===== src/rtl/pc_fetch.sv =====
// ----------------------------------------------------------------------------
// pc_fetch
//   Program-counter register and instruction-fetch sequencer. Holds the PC,
//   fetches the word at PC over a req/ready handshake, presents it to
//   execute for at least one cycle, then takes the next PC from the
//   jump/branch logic. A misaligned next PC or a fetch that waits too long
//   drops the sequencer into a terminal error state until reset.
//
//   Ports
//     clk, rst_n       clock (rising edge) / asynchronous active-low reset
//     next_pc          next PC from jump/branch logic, taken in EXEC
//     stall            hold the current instruction in EXEC
//     imem_req         fetch request, high throughout FETCH
//     imem_addr        fetch address (= pc)
//     imem_ready       memory response strobe for imem_rdata
//     imem_rdata       fetched instruction word
//     pc               address of the instruction in id
//     ia               fall-through address, kernel bit pc[31] preserved
//     id               current instruction word
//     instr_valid      id valid for execute/commit (EXEC only)
//     fetch_err        sticky error flag, cleared only by reset
//     badaddr          address that caused fetch_err
// ----------------------------------------------------------------------------
module pc_fetch #(
  parameter logic [31:0] RESET_PC = 32'h0000_0000,
  parameter int unsigned TIMEOUT  = 16
) (
  input  logic        clk,
  input  logic        rst_n,
  input  logic [31:0] next_pc,
  input  logic        stall,
  output logic        imem_req,
  output logic [31:0] imem_addr,
  input  logic        imem_ready,
  input  logic [31:0] imem_rdata,
  output logic [31:0] pc,
  output logic [31:0] ia,
  output logic [31:0] id,
  output logic        instr_valid,
  output logic        fetch_err,
  output logic [31:0] badaddr
);

  typedef enum logic [1:0] {
    S_IDLE  = 2'd0,
    S_FETCH = 2'd1,
    S_EXEC  = 2'd2,
    S_ERR   = 2'd3
  } state_e;

  // Counter only needs to reach TIMEOUT-1; keep at least one bit so the
  // design still elaborates when the timeout is disabled.
  localparam int unsigned CW        = (TIMEOUT > 1) ? $clog2(TIMEOUT) : 1;
  localparam logic [CW-1:0] CNT_LAST = CW'(TIMEOUT - 1);
  localparam bit          TO_EN     = (TIMEOUT != 0);

  state_e        state_q,   state_d;
  logic [31:0]   pc_q,      pc_d;
  logic [31:0]   id_q,      id_d;
  logic [CW-1:0] cnt_q,     cnt_d;
  logic          err_q,     err_d;
  logic [31:0]   badaddr_q, badaddr_d;

  // Next-state and datapath update for the fetch sequencer.
  always_comb begin
    state_d   = state_q;
    pc_d      = pc_q;
    id_d      = id_q;
    cnt_d     = cnt_q;
    err_d     = err_q;
    badaddr_d = badaddr_q;
    case (state_q)
      S_IDLE: begin
        state_d = S_FETCH;
      end
      S_FETCH: begin
        if (imem_ready) begin
          id_d    = imem_rdata;
          cnt_d   = {CW{1'b0}};
          state_d = S_EXEC;
        end else if (TO_EN && (cnt_q == CNT_LAST)) begin
          // TIMEOUT cycles spent in FETCH without a response.
          err_d     = 1'b1;
          badaddr_d = pc_q;
          cnt_d     = {CW{1'b0}};
          state_d   = S_ERR;
        end else begin
          cnt_d = cnt_q + CW'(1);
        end
      end
      S_EXEC: begin
        if (stall) begin
          state_d = S_EXEC;
        end else if (next_pc[1:0] != 2'b00) begin
          err_d     = 1'b1;
          badaddr_d = next_pc;
          state_d   = S_ERR;
        end else begin
          pc_d    = next_pc;
          state_d = S_FETCH;
        end
      end
      S_ERR: begin
        state_d = S_ERR;
      end
      default: begin
        state_d = S_ERR;
      end
    endcase
  end

  // State and datapath registers with asynchronous reset.
  always_ff @(posedge clk or negedge rst_n) begin
    if (!rst_n) begin
      state_q   <= S_IDLE;
      pc_q      <= RESET_PC;
      id_q      <= 32'h0000_0000;
      cnt_q     <= {CW{1'b0}};
      err_q     <= 1'b0;
      badaddr_q <= 32'h0000_0000;
    end else begin
      state_q   <= state_d;
      pc_q      <= pc_d;
      id_q      <= id_d;
      cnt_q     <= cnt_d;
      err_q     <= err_d;
      badaddr_q <= badaddr_d;
    end
  end

  assign imem_req    = (state_q == S_FETCH);
  assign instr_valid = (state_q == S_EXEC);
  assign imem_addr   = pc_q;
  assign pc          = pc_q;
  assign id          = id_q;
  assign fetch_err   = err_q;
  assign badaddr     = badaddr_q;
  // 31-bit increment; carry out of bit 30 is dropped, kernel bit passes.
  assign ia          = {pc_q[31], pc_q[30:0] + 31'd4};

endmodule


===== config.mk =====
export PLATFORM = sky130hd
export DESIGN_NAME = pc_fetch
export DESIGN_NICKNAME = d
export VERILOG_FILES = /design/src/rtl/pc_fetch.sv
export SDC_FILE = /design/constraint.sdc
export NUM_CORES = 1
export LEC_CHECK = 0
export ABC_AREA = 1
export BUFFER_PORTS_ARGS = -buffer_cell sky130_fd_sc_hd__clkbuf_2
export CAP_MARGIN = 10
export CORE_MARGIN = 3
export CORE_UTILIZATION = 35
export DETAILED_ROUTE_END_ITERATION = 8
export PLACE_DENSITY_LB_ADDON = 0.05
export SETUP_SLACK_MARGIN = 0.15
export SYNTH_ARGS = -nofsm -noshare
export SYNTH_HDL_FRONTEND = slang
export SYNTH_SLANG_ARGS = --single-unit

===== constraint.sdc =====
create_clock -name clk -period 1.6 [get_ports clk]
set_clock_uncertainty 0.1 [all_clocks]
set_input_delay 0.16 -clock clk [delete_from_list [all_inputs] [get_ports clk]]
set_output_delay 0.16 -clock clk [all_outputs]
set_load 0.02 [all_outputs]

==> results of run 1 <==
registers in the layout, indices dropped and copies added (netlist names):
| register | cells |
|---|---|
| fetch_err | 1 |
| badaddr | 32 |
| state_q | 2 |
| imem_addr | 32 |
| cnt_q | 4 |
| id | 32 |
metal layers:
layer | global-route usage, % | vias to the layer above | part of all wire [%]
met5 | 0 | - | 0
met4 | 5.50 | 0 | 2.4
met3 | 5.08 | 39 | 6.5
met2 | 43.1 | 233 | 49
met1 | 32.4 | 3002 | 42
li1 | - | 2912 | -
tightest hold or removal path, cell delays in order:
cell and delay [ns]:
clkbuf_2 0.08, nand2_1 0.09, o22ai_1 0.09
report_power, final:
part	total, mW	switching (mW)	internal [mW]
sequential	2.68	0.0412	2.63
clock	2.45	1.03	1.43
combinational	1.47	0.817	0.652
total	6.60	1.89	4.71
stage by stage:
| stage | power [mW] | worst slack (ns) | hold slack [ns] | TNS, ns | std cells |
|---|---|---|---|---|---|
| finish | 6.60 | -0.454 | 0.0163 | -8.62 | 1235 |
| global route | 6.89 | -0.533 | 0.0239 | -11.03 | 1235 |
| CTS | 6.47 | -0.436 | 0.000128 | -9.50 | 1219 |
| detailed placement | 3.78 | -0.0708 | 0.0784 | -2.05 | 1102 |
| global placement | 3.78 | -0.0671 | 0.0796 | -0.237 | 1102 |
| floorplan | 3.32 | 0.00684 | -0.236 | 0 | 694 |
what timing repair did:
| item | CTS | global route |
|---|---|---|
| resized for setup | 171 | 177 |
| setup endpoints to repair | 92 | 134 |
| endpoints found under the hold margin | 163 | 0 |
| cloned | 12 | 6 |
| buffers inserted | 28 | 10 |
| pin swaps | 74 | 60 |
| hold buffers | 61 | 0 |
final timing paths:
check | from | to | slack, ns | depth (start not counted)
max | imem_addr[2]$_DFFE_PN0P_ | ia[23] | -0.45 | 7
min | next_pc[25] | imem_addr[25]$_DFFE_PN0P_ | 0.02 | 3
max reg2reg | state_q[1]$_DFFE_PN0P_ | badaddr[6]$_DFFE_PN0P_ | 0.02 | 10
min reg2reg | fetch_err$_DFFE_PN0P_ | fetch_err$_DFFE_PN0P_ | 0.37 | 2
max in group asynchronous | rst_n | imem_addr[2]$_DFFE_PN0P_ | 0.85 | 3
min in group asynchronous | rst_n | badaddr[21]$_DFFE_PN0P_ | 0.25 | 3
area by class of cell:
| class | instances | area, µm² | share of cell area [%] |
|---|---|---|---|
| Tap cell | 184 | 230 | 2.30 |
| Clock inverter | 6 | 91.3 | 0.914 |
| Clock buffer | 10 | 239 | 2.39 |
| Multi-Input combinational cell | 481 | 3190 | 31.9 |
| Sequential cell | 103 | 2600 | 26.0 |
| Timing Repair Buffer | 404 | 3430 | 34.4 |
| Inverter | 47 | 204 | 2.04 |
cells by family (layout without fill, tap and decap cells):
| group | after synthesis | in the layout | synth area share [%] |
|---|---|---|---|
| and+or+nand+nor | 388 | 392 | 29.6 |
| buffers and inverters | 114 | 467 | 11.7 |
| DFF | 103 | 103 | 48.0 |
| AOI/OAI and AO/OA | 70 | 70 | 7.39 |
| xor gates and xnor gates | 17 | 17 | 2.77 |
| adders and majority gates | 2 | 2 | 0.466 |
synth_stat cells, types with 3 or more instances:
cell      count
xor2_1       16
dfrtp_1     103
nor2_1       47
o21ai_0      37
inv_1        43
clkbuf_1     12
buf_6         3
buf_4        44
nand2_1     252
o22ai_1      30
nand3_1      81
buf_2         6
==> impl_metrics.yaml, run 1 <==
route:
  post_drt_via_cell_ratio: 5.01
  antenna_violating_nets_post_route: 0
  vias: 6186
  route.final.wire_length_um: 22100
  detail_route.drc_violations: 0
  first_iter_violations: 352
  route.detailed.wl_per_inst_um: 17.9
  dr.pass1.iters: 5
floorplanning:
  core_region_area_mm2: 0.0148
  die-width_um: 130
  initial_utilization_pct: 36.4
  die-area_mm2: 0.0169
  design.portCount: 231
  fp.dieH_um: 130
  placementRows: 44
final_layout:
  drive_above_1_share_pct: 53.2
  post_layout_nets: 1116
  antennaDiodeCount: 0
  finish.instance_area_mm2: 0.00999
  layout.cells.most_common: "clkbuf_2"
  num-fill-cells: 1150
  layout.cells.most_common_list: "191 x clkbuf_2, 184 x nand2_1, 86 x dfrtp_1, 64 x buf_4, 61 x dlygate4sd3_1"
  final_core_util_pct: 67.7
  layout-area-overhead-vs-synth_pct: 86.1
clocking:
  cts.root.buffer_cell: "clkbuf_16"
  cts.clk_slew.worst_paths_ns: 0.07
  numCtsBuffers: 9
  tritoncts_num_sinks: 103
  htree_levels: 3
  clockBufferDepth: 2
  worst_skew_pair_latency_ns: 0.35
  tritoncts: "built"
setup_path:
  nature_of_the_critical_path_endpoint: "primary output"
  cpLargestDelayFamily: "simple AND/OR/NAND/NOR gates"
  critPathBufInv: 3
  crit_path_start_kind: "flip-flop"
  worstPathCellList: "buf_4 > nand3_1 > nor2_2 > buf_4 > nand3_1 > nand2_1 > clkbuf_2"
  worst-setup-path-type: "flip-flop to primary output"
  critPathRequiredTime_ns: 1.34
  cell_with_the_biggest_individual_delay_on_the_critical_path: "dfrtp_2"
  critical_path.max_fanout: 3
  slowest_delay_ns: 0.40
  worstPathArrival_ns: 1.79
yosys:
  postSynth.asyncResetShare_pct: 100
  synthesized_instance_count: 694
  synth_top_cells_by_area: "dfrtp_1 48%, nand2_1 18%, nand3_1 7.6%"
  postSynthAreaPerCell_um2: 7.73
  synth_edf_count: 0
  dominantRegCellSynth: "dfrtp_1"
  yosysWarningCount: 0
  cell_taking_the_most_area_after_synthesis: "dfrtp_1"
  synth.yosys.seq_area_share_pct: 48.0
  syn_area_mm2: 0.00537
  area_share_of_the_leading_cell_type_in_the_synthesized_netlist_pct: 48.0
  post_synth_num_cell_types: 26
  number_of_nets_in_the_synthesized_netlist: 764
  synth_seq_cells: 103
timing:
  post-route-period-util_pct: 128
  maximum_operating_frequency_mhz: 487
  minimum_period_implied_by_the_final_worst_setup_slack_ns: 2.05
  setup_viol: 27
  tightestPinTransition_ns: 0.620
  slew-limit-headroom_pct: 58.7
  rsz0062_at_grt: "true"
  post-route-worst-setup-slack_ns: -0.454
  slew_viol_final: 0
  hold_viol: 0
placed_design:
  placement.cell_area_mm2: 0.00703
  place.port_buffers: 230
  dp_hpwl_um: 13000
  routabilityCongestion: 0.833
pwr:
  p_leak_nw: 4.97
  vdd_ir_drop_max_uv: 428
  p_per_area_mw_per_mm2: 661
global_route:
  antenna_found_initial: 0
  globalRouteTotalUtil_pct: 24.9
  pin_count_of_the_biggest_net_entering_global_routing: 56
  overflow_after_grt: 0
  grt_pass1_wl_um: 32500
  first_global_vias: 6124
flow_run:
  max_capacitance_violation_count: 0
run_status:
  failed_checks: "negative setup slack"
  result_of_the_run: "finished with violations"
hold_path:
  holdCritPathClass: "input pin to flip-flop"
(Power assumes the default switching activity.)
==> run 2: changes to the inputs <==
SKIP_CTS_REPAIR_TIMING = 1   (was not set)
==> run 2 against run 1 <==
Maximum frequency rose by 3.0%; largest cell class is now multi-input combinational cells; critical endpoint is now ia[24]; combinational power fell by 11%; the run ends with negative hold slack, negative setup slack left; clock power barely moved.
==> impl_metrics.yaml, run 2 (same netlist as run 1, synthesis figures left out) <==
route:
  post_drt_via_cell_ratio: 4.99
  first_iter_violations: 301
  vias: 6042
  dr.pass1.iters: 5
  antenna_violating_nets_post_route: 0
  route.final.wire_length_um: 21100
  detail_route.drc_violations: 0
  route.detailed.wl_per_inst_um: 17.4
setup_path:
  slowest_delay_ns: 0.40
  crit_path_start_kind: "flip-flop"
  worst-setup-path-type: "flip-flop to primary output"
  cell_with_the_biggest_individual_delay_on_the_critical_path: "dfrtp_2"
  worstPathCellList: "ha_4 > nand3_2 > nor2_4 > buf_4 > nand3_1 > nand2_1 > clkbuf_2"
  worstPathArrival_ns: 1.73
  critical_path.max_fanout: 3
  nature_of_the_critical_path_endpoint: "primary output"
  critPathRequiredTime_ns: 1.34
timing:
  post-route-worst-setup-slack_ns: -0.395
  setup_viol: 56
  minimum_period_implied_by_the_final_worst_setup_slack_ns: 1.99
  finalHoldWorstSlack_ns: -0.0122
  tightestPinTransition_ns: 0.710
  slew-limit-headroom_pct: 52.6
  hold_viol: 3
  maximum_operating_frequency_mhz: 501
  rsz0062_at_grt: "true"
  timing.setup.tns_ns: -9.50
  post-route-period-util_pct: 125
  slew_viol_final: 0
final_layout:
  layout.cells.most_common_list: "224 x nand2_1, 203 x clkbuf_2, 89 x dfrtp_1, 75 x buf_4, 54 x nand3_2"
  layout.cells.most_common: "nand2_1"
  drive_above_1_share_pct: 51.7
  post_layout_nets: 1091
  antennaDiodeCount: 0
  layout-area-overhead-vs-synth_pct: 75.8
clocking:
  htree_levels: 3
  cts.clk_slew.worst_paths_ns: 0.07
  numCtsBuffers: 9
  cts.root.buffer_cell: "clkbuf_16"
  worst_skew_pair_latency_ns: 0.35
  tritoncts_num_sinks: 103
  clockBufferDepth: 2
  tritoncts: "built"
floorplanning:
  placementRows: 44
  die-area_mm2: 0.0169
  design.portCount: 231
  fp.dieH_um: 130
  die-width_um: 130
  core_region_area_mm2: 0.0148
  initial_utilization_pct: 36.4
global_route:
  overflow_after_grt: 0
  globalRouteTotalUtil_pct: 20.5
  pin_count_of_the_biggest_net_entering_global_routing: 60
  grt_pass1_wl_um: 27400
  first_global_vias: 5400
  antenna_found_initial: 0
pwr:
  p_per_area_mw_per_mm2: 682
  vdd_ir_drop_max_uv: 423
  p_leak_nw: 4.74
  design_power_total_mw: 6.44
hold_path:
  holdCritPathClass: "input pin to flip-flop"
placed_design:
  dp_hpwl_um: 13000
  place.port_buffers: 230
  routabilityCongestion: 0.833
run_status:
  failed_checks: "negative hold slack, negative setup slack"
  result_of_the_run: "finished with violations"
flow_run:
  max_capacitance_violation_count: 0
==> run 2: report_power, final <==
part	internal (mW)	switching [mW]	total [mW]
logic	0.544	0.770	1.31
clock network	1.43	1.03	2.45
registers	2.63	0.0356	2.67
total	4.60	1.83	6.44
==> run 2: critical path, delay by kind of cell, from the launching register on <==
family,cells,cell delay (ns)
buf+inv,2,0.33
simple gates,4,0.50
fa+ha+maj,1,0.16
flops,1,0.40
==> run 2: final timing paths <==
kind                       slack [ns]  cells after the start                   endpoint                startpoint
setup reg to reg                -0.07                      7    badaddr[15]$_DFFE_PN0P_      cnt_q[0]$_DFFE_PN0P_
hold reg to reg                  0.37                      2      fetch_err$_DFFE_PN0P_     fetch_err$_DFFE_PN0P_
hold / removal                  -0.01                      3  imem_addr[11]$_DFFE_PN0P_               next_pc[11]
setup / recovery                -0.39                      7                     ia[24]  imem_addr[3]$_DFFE_PN0P_
max in group asynchronous        0.84                      3   imem_addr[2]$_DFFE_PN0P_                     rst_n
min in group asynchronous        0.25                      3    badaddr[21]$_DFFE_PN0P_                     rst_n
==> run 2: cell type report <==
cell class                 instances  area, µm²
clock buffer                      10        239
timing repair buffer             380       2930
multi-input combinational        480       3160
fill                            1249       5320
tap                              184        230
clock inverter                     6       91.3
inverter                          47        191
sequential                       103       2590
==> run 2: metrics by stage <==
step	std cells	setup slack, ns	instance area [µm²]	hold slack [ns]	util, %
2_1_floorplan	694	0.00684	5550	-0.236	-
3_3_place_gp	1102	-0.0671	7030	0.0796	47.6
3_5_place_dp	1102	-0.0708	7030	0.0784	47.6
4_1_cts	1118	-0.457	7360	-0.291	49.9
5_1_grt	1210	-0.515	9440	0.00198	64.0
6_report	1210	-0.395	9440	-0.0122	64.0
==> run 2: routing by layer <==
layer  wire length [µm]  up-vias  global-route usage [%]
met2              10400      233                    34.2
met1               8940     2936                    26.9
met5                  0        -                       0
li1                   -     2844                       -
met3               1350       29                    5.32
met4                435        0                    4.52
